===== src/rtl/fft_pkg.sv =====
// fft_pkg: shared constants and helpers for the pipelined FFT datapath.
//   Latency: n/a (package only).
//   Backpressure: n/a; provides bitrev() and the legal LGSIZE range check.
//
// Contents:
//   LGSIZE_MIN / LGSIZE_MAX : legal range of log2(FFT length)
//   bitrev(val, lg)         : reverse the low lg bits of val, upper bits zero
//   lgsize_legal(lg)        : elaboration-time range check helper
package fft_pkg;

  localparam int LGSIZE_MIN = 2;
  localparam int LGSIZE_MAX = 12;

  // Reverse the whole LGSIZE_MAX-bit word, then shift the reversed low
  // field back down so only the low i_lg bits carry the result.
  function automatic logic [LGSIZE_MAX-1:0] bitrev(input logic [LGSIZE_MAX-1:0] i_val,
                                                   input int i_lg);
    logic [LGSIZE_MAX-1:0] w_rev;
    w_rev = {<<{i_val}};
    return w_rev >> (LGSIZE_MAX - i_lg);
  endfunction

  function automatic bit lgsize_legal(input int i_lg);
    return (i_lg >= LGSIZE_MIN) && (i_lg <= LGSIZE_MAX);
  endfunction

endpackage


===== src/rtl/fft_reorder_mem.sv =====
// fft_reorder_mem: simple dual-port RAM holding both ping-pong banks.
//   Latency: 1 enabled cycle from read address to o_rdata.
//   Backpressure: none; both ports advance only on i_ce.
//
// Ports:
//   i_clk            clock
//   i_ce             clock enable for both ports
//   i_we             write strobe (qualified by i_ce)
//   i_waddr/i_wdata  write port; address MSB is the bank select
//   i_raddr          read address; address MSB is the bank select
//   o_rdata          registered read data
module fft_reorder_mem
  import fft_pkg::*;
#(
  parameter int AW    = 5,
  parameter int WIDTH = 38
) (
  input  logic             i_clk,
  input  logic             i_ce,
  input  logic             i_we,
  input  logic [AW-1:0]    i_waddr,
  input  logic [WIDTH-1:0] i_wdata,
  input  logic [AW-1:0]    i_raddr,
  output logic [WIDTH-1:0] o_rdata
);

  logic [WIDTH-1:0] r_mem [0:(1<<AW)-1];

  // No reset on the array or the read register: contents are only
  // consumed once the control logic marks a bank as holding a full frame.
  always_ff @(posedge i_clk) begin
    if (i_ce) begin
      if (i_we) begin
        r_mem[i_waddr] <= i_wdata;
      end
      o_rdata <= r_mem[i_raddr];
    end
  end

endmodule


===== src/rtl/fft_reorder.sv =====
// fft_reorder: ping-pong bit-reversal reorder stage after the last butterfly.
//   Latency: sample 0 accepted in enabled cycle k appears after the edge of k+N+1.
//   Backpressure: none; i_ce stalls everything, one sample in/out per enabled cycle.
//
// Ports:
//   i_clk, i_reset  clock, synchronous active-high reset
//   i_ce            clock enable
//   i_sync          marks input sample 0 of a frame (qualified by i_ce)
//   i_order         0 = natural output order, 1 = arrival (bit-reversed) order
//   i_sample        input sample, opaque WIDTH bits
//   o_result        registered reordered sample
//   o_sync          high with output sample 0 of each valid frame
//   o_err           one-enabled-cycle pulse after a mid-frame i_sync
module fft_reorder
  import fft_pkg::*;
#(
  parameter int LGSIZE = 4,
  parameter int WIDTH  = 38
) (
  input  logic             i_clk,
  input  logic             i_reset,
  input  logic             i_ce,
  input  logic             i_sync,
  input  logic             i_order,
  input  logic [WIDTH-1:0] i_sample,
  output logic [WIDTH-1:0] o_result,
  output logic             o_sync,
  output logic             o_err
);

  if (!lgsize_legal(LGSIZE)) begin : g_lgsize_check
    $fatal(1, "fft_reorder: LGSIZE outside legal range");
  end

  localparam int              AW       = LGSIZE + 1;
  localparam logic [LGSIZE-1:0] LAST_IDX = {LGSIZE{1'b1}};

  // Control state
  logic              r_started;   // first i_sync seen since reset
  logic              r_bank;      // bank currently being written
  logic              r_rd_valid;  // opposite bank holds a complete frame
  logic              r_order_q;   // order used for the frame being read
  logic [LGSIZE-1:0] r_wcnt;
  logic [LGSIZE-1:0] r_rcnt;

  // Read pipeline tags, aligned with the RAM read register
  logic              r_rd_first;
  logic              r_rd_vld;

  logic [LGSIZE-1:0] w_wbase;
  logic              w_we;
  logic              w_swap;
  logic              w_mid;
  logic [LGSIZE-1:0] w_rev;
  logic [LGSIZE-1:0] w_raddr_lo;
  logic [AW-1:0]     w_waddr;
  logic [AW-1:0]     w_raddr;
  logic [WIDTH-1:0]  w_rdata;

  // An i_sync always forces the sample to address 0. At a normal frame
  // boundary wcnt is already 0, so the same path covers both the start,
  // the regular boundary and a mid-frame resync.
  assign w_wbase = i_sync ? '0 : r_wcnt;
  assign w_we    = i_ce & (r_started | i_sync);
  assign w_swap  = w_we & (w_wbase == LAST_IDX);
  assign w_mid   = i_ce & i_sync & (r_wcnt != '0);

  // Bank contents are in arrival order: address p holds natural index
  // bitrev(p). Natural-order output therefore reads bitrev(rcnt).
  assign w_rev      = LGSIZE'(bitrev(LGSIZE_MAX'(r_rcnt), LGSIZE));
  assign w_raddr_lo = r_order_q ? r_rcnt : w_rev;

  assign w_waddr = {r_bank, w_wbase};
  assign w_raddr = {~r_bank, w_raddr_lo};

  fft_reorder_mem #(
    .AW    (AW),
    .WIDTH (WIDTH)
  ) u_mem (
    .i_clk   (i_clk),
    .i_ce    (i_ce),
    .i_we    (w_we),
    .i_waddr (w_waddr),
    .i_wdata (i_sample),
    .i_raddr (w_raddr),
    .o_rdata (w_rdata)
  );

  always_ff @(posedge i_clk) begin
    if (i_reset) begin
      r_started  <= 1'b0;
      r_bank     <= 1'b0;
      r_rd_valid <= 1'b0;
      r_order_q  <= 1'b0;
      r_wcnt     <= '0;
      r_rcnt     <= '0;
      r_rd_first <= 1'b0;
      r_rd_vld   <= 1'b0;
      o_result   <= '0;
      o_sync     <= 1'b0;
      o_err      <= 1'b0;
    end else if (i_ce) begin
      if (w_we) begin
        r_started <= 1'b1;
        r_wcnt    <= w_wbase + LGSIZE'(1);
      end

      if (w_swap) begin
        r_bank     <= ~r_bank;
        r_rcnt     <= '0;
        r_rd_valid <= 1'b1;
        r_order_q  <= i_order;
      end else begin
        r_rcnt <= r_rcnt + LGSIZE'(1);
        // The frame in the read bank stays readable, but the stream is
        // no longer continuous: hold o_sync off until the new frame lands.
        if (w_mid) begin
          r_rd_valid <= 1'b0;
        end
      end

      // Tags travel with the read issued this cycle
      r_rd_first <= r_rd_valid & (r_rcnt == '0);
      r_rd_vld   <= r_rd_valid;

      // Zero outside valid frames keeps unwritten RAM off the output
      o_result <= r_rd_vld ? w_rdata : '0;
      o_sync   <= r_rd_first;
      o_err    <= w_mid;
    end
  end

endmodule


===== config.mk =====
export PLATFORM = sky130hd
export DESIGN_NAME = fft_reorder
export DESIGN_NICKNAME = d
export VERILOG_FILES = /design/src/rtl/fft_pkg.sv /design/src/rtl/fft_reorder_mem.sv /design/src/rtl/fft_reorder.sv
export SDC_FILE = /design/constraint.sdc
export NUM_CORES = 2
export LEC_CHECK = 0
export CAP_MARGIN = 20
export CORE_MARGIN = 2
export CORE_UTILIZATION = 40
export CTS_CLUSTER_DIAMETER = 60
export DETAILED_ROUTE_END_ITERATION = 7
export PLACE_DENSITY = 0.65
export SKIP_LAST_GASP = 1
export SYNTH_ARGS = -nofsm -noshare
export SYNTH_HDL_FRONTEND = slang
export SYNTH_SLANG_ARGS = --single-unit

===== constraint.sdc =====
create_clock -name i_clk -period 7.6 [get_ports i_clk]
set_input_delay 2.28 -clock i_clk [delete_from_list [all_inputs] [get_ports i_clk]]
set_output_delay 2.28 -clock i_clk [all_outputs]
set_load 0.05 [all_outputs]

==> impl_metrics.py <==
metrics = {
    "sta": {
        "tightest_slew_ns": 1.256,
        "max_freq_mhz": 198.3,
        "slew_headroom_pct": 14.09,
        "layout_setup_ws_ns": 2.558,
        "tns_ns": 0,
        "min_period_ns": 5.042,
        "setup_viol": 0,
        "finalClockSkew_ns": 0.02656,
        "slew_viol_final": 0,
        "hold_viol": 0,
        "period_share_pct": 66.34,
        "grt_setup_unrepaired": "no",
    },
    "finish": {
        "diodes": 0,
        "final_nets": 3720,
        "num-fill-cells": 11135,
        "syn_to_final_growth_pct": 14.08,
        "drive_above_1_share_pct": 11.95,
    },
    "cts": {
        "clk_pin_slew_ns": 0.06,
        "numCtsBuffers": 135,
        "clk_latency_ns": 0.76,
        "clockBufferDepth": 3,
        "cts_setup_buffers": 0,
        "cts_tree": "built",
        "cts_num_sinks": 1308,
        "hold_buffers": 0,
        "cts-htree-levels": 4,
        "cts-root-buf": "clkbuf_16",
        "cts-resized-gates": 0,
    },
    "floorplanning": {
        "fp.coreArea_um2": 129000,
        "die_area_um2": 132300,
        "die_y_um": 363.8,
        "num_rows": 132,
        "start_util_pct": 40.14,
        "die_w_um": 363.8,
        "ios": 83,
    },
    "worst_setup_path": {
        "crit_slowest_cell": "nor2_4",
        "endpoint_kind": "flip-flop",
        "crit_required_ns": 8.02,
        "setup.worst_path.start": "i_sync",
        "worst-path-max-fanout": 21,
        "path_cells": "clkdlybuf4s50_1 > nor2b_1 > ha_1 > nand2_1 > nor2_4 > buf_4",
        "worstPathArrival_ns": 5.46,
        "rr_startpoint": "r_rcnt[0]",
        "critPathKind": "in2reg",
        "startpoint_type": "input port",
        "max_stage_delay_ns": 1.02,
        "r2r_slack_ns": 3.11,
    },
    "synthesis": {
        "ys_async_sr_fraction_pct": 0,
        "syn_area_um2": 51780,
        "netlist_instances": 3586,
        "avgSynthCellArea_um2": 14.44,
        "ys_seq_elements": 1308,
        "ys_warn_count": 0,
        "yosysTopAreaCell": "edfxtp_1",
        "synth_edf_count": 1254,
        "synth-seq-area-share_pct": 74.81,
        "yosys.area.top_type_share_pct": 72.72,
        "synth_ff_type": "edfxtp_1",
        "yosys-top-cells-count": "edfxtp_1 (1,254), nand2_1 (598), nor2_1 (235), a21oi_1 (159), nand2b_1 (148)",
        "synth.distinct_cells": 62,
        "synth.area.top_cells": "edfxtp_1 (73%), nand2_1 (4.3%), mux4_2 (2.6%), dfxtp_1 (2.1%), nand2b_1 (1.8%)",
        "synthesis.nets": 3635,
        "yosysMostFrequentCell": "edfxtp_1",
    },
    "global_routing": {
        "grt_pass1_vias": 30170,
        "grt-ovfl-total": 0,
        "grt_max_degree": 156,
        "grt_use_total_pct": 21.95,
        "antenna_found_initial": 5,
        "grt_pass1_wl_um": 210600,
    },
    "drt": {
        "num_vias": 31741,
        "vias_per_cell": 5.753,
        "wirelength_um": 147100,
        "route.detailed.drc": 0,
        "drt.antenna.violating_nets": 0,
        "avgRoutedWirePerCell_um": 26.66,
        "drt_iter0_drc": 4459,
        "dr.pass1.iters": 6,
    },
    "status": {
        "status": "complete, no violations",
    },
    "worst_hold_path": {
        "hold_start": "o_err",
        "hold_class": "reg2reg",
    },
    "pwr": {
        "powerDensity_nw_per_um2": 254.0,
        "total_leakage_power_uw": 0.01895,
        "irDropWorstVdd_mv": 0.1661,
    },
    "placed_design": {
        "place_hpwl_um": 88550,
        "gp_congestion": 0.8712,
        "portBuffers": 82,
        "place_worst_setup_slack_ns": 1.886,
    },
    "run": {
        "maxCapViolations": 0,
    },
}
state kept, by name (all words and copies together) (netlist names):
name	cells
r_rd_first	1
r_rd_vld	1
r_order_q	1
r_rd_valid	1
u_mem.o_rdata	38
r_rcnt	4
o_sync	1
u_mem.r_mem	1216
o_result	38
r_wcnt	4
o_err	1
r_started	1
r_bank	1
worst paths after layout:
check        cells past startpoint                  end
max                              6  u_mem.r_mem[23][14]
min                              2                o_err
max reg2reg                      8    u_mem.o_rdata[14]
min reg2reg                      2                o_err
worst max-delay path: cells and delay by family:
kind	cells	cell delay, ns
adders and majority gates	1	0.21
and+or+nand+nor	3	1.93
buffers and inverters	2	1.03
layer usage:
metal	global-route usage, %	up-vias	wire length [um]	part of all wire [%]
met2	35.25	1640	70010	48
met5	0	-	13	0.0088
met4	6.566	2	3677	2.5
met1	30.23	16112	59310	40
met3	4.422	213	14060	9.6
li1	-	13774	-	-
area by class of cell:
cell class	instances	area, um2	area share (%)
clock buffer	173	3637	6.158
tap	1742	2180	3.690
clock inverter	68	660.6	1.118
sequential	1308	38740	65.59
inverter	16	60.06	0.1017
multi-input combinational	2037	12330	20.87
timing repair buffer	173	1464	2.478
kinds of logic (layout without fill, tap and decap cells):
| logic type | count (synthesis) | after routing | synth area share, % |
|---|---|---|---|
| flip-flops | 1308 | 1308 | 74.81 |
| buffers and inverters | 241 | 430 | 2.064 |
| AND/OR/NAND/NOR | 1253 | 1253 | 10.78 |
| XOR/XNOR | 4 | 4 | 0.06767 |
| multiplexers | 123 | 123 | 3.852 |
| AO/OA/AOI/OAI | 651 | 651 | 8.276 |
| adder cells (fa/ha/maj) | 6 | 6 | 0.1450 |
placed cells by master, fill, tap and decap left out, types with 7 or more instances in the layout:
| master | count |
|---|---|
| edfxtp_1 | 1254 |
| nand2_1 | 598 |
| nor2_1 | 201 |
| a21oi_1 | 158 |
| nand2b_1 | 148 |
| nand3_1 | 140 |
| clkbuf_16 | 140 |
| o21ai_0 | 104 |
| a31oi_1 | 84 |
| buf_4 | 79 |
| a22oi_1 | 65 |
| mux4_2 | 59 |
| mux2i_1 | 58 |
| o22ai_1 | 52 |
| a32oi_1 | 51 |
| dfxtp_1 | 51 |
| clkdlybuf4s50_1 | 49 |
| nor2b_1 | 43 |
| nor4_1 | 35 |
| nor2_4 | 33 |
| buf_2 | 33 |
| clkbuf_1 | 32 |
| a21o_1 | 27 |
| clkinv_1 | 24 |
| and3_1 | 24 |
| o221a_2 | 24 |
| a2111oi_0 | 23 |
| clkinv_2 | 20 |
| inv_1 | 15 |
| a211oi_1 | 10 |
| bufinv_16 | 10 |
| buf_12 | 10 |
| o211ai_1 | 9 |
| a21boi_0 | 8 |
| nor3_1 | 8 |
| nand4_1 | 7 |
power breakdown:
part	switching, uW	internal [uW]	total [uW]
Sequential	27.2	7940	7970
Combinational	410	125	534
Clock	2770	3730	6500
Total	3210	11800	15000
metrics by stage:
step	utilization, %	hold slack (ns)	instance area, um2	power (uW)	cells
2_1_floorplan	-	0.4374	51780	8311	3586
3_3_place_gp	42.36	0.4549	54640	8642	5267
3_5_place_dp	42.45	0.4664	54760	8651	5274
4_1_cts	45.78	0.4770	59050	15080	5515
5_1_grt	45.79	0.5048	59070	15380	5517
6_report	45.79	0.4754	59070	15010	5517
Note: power is estimated with default switching activity, not from simulation.
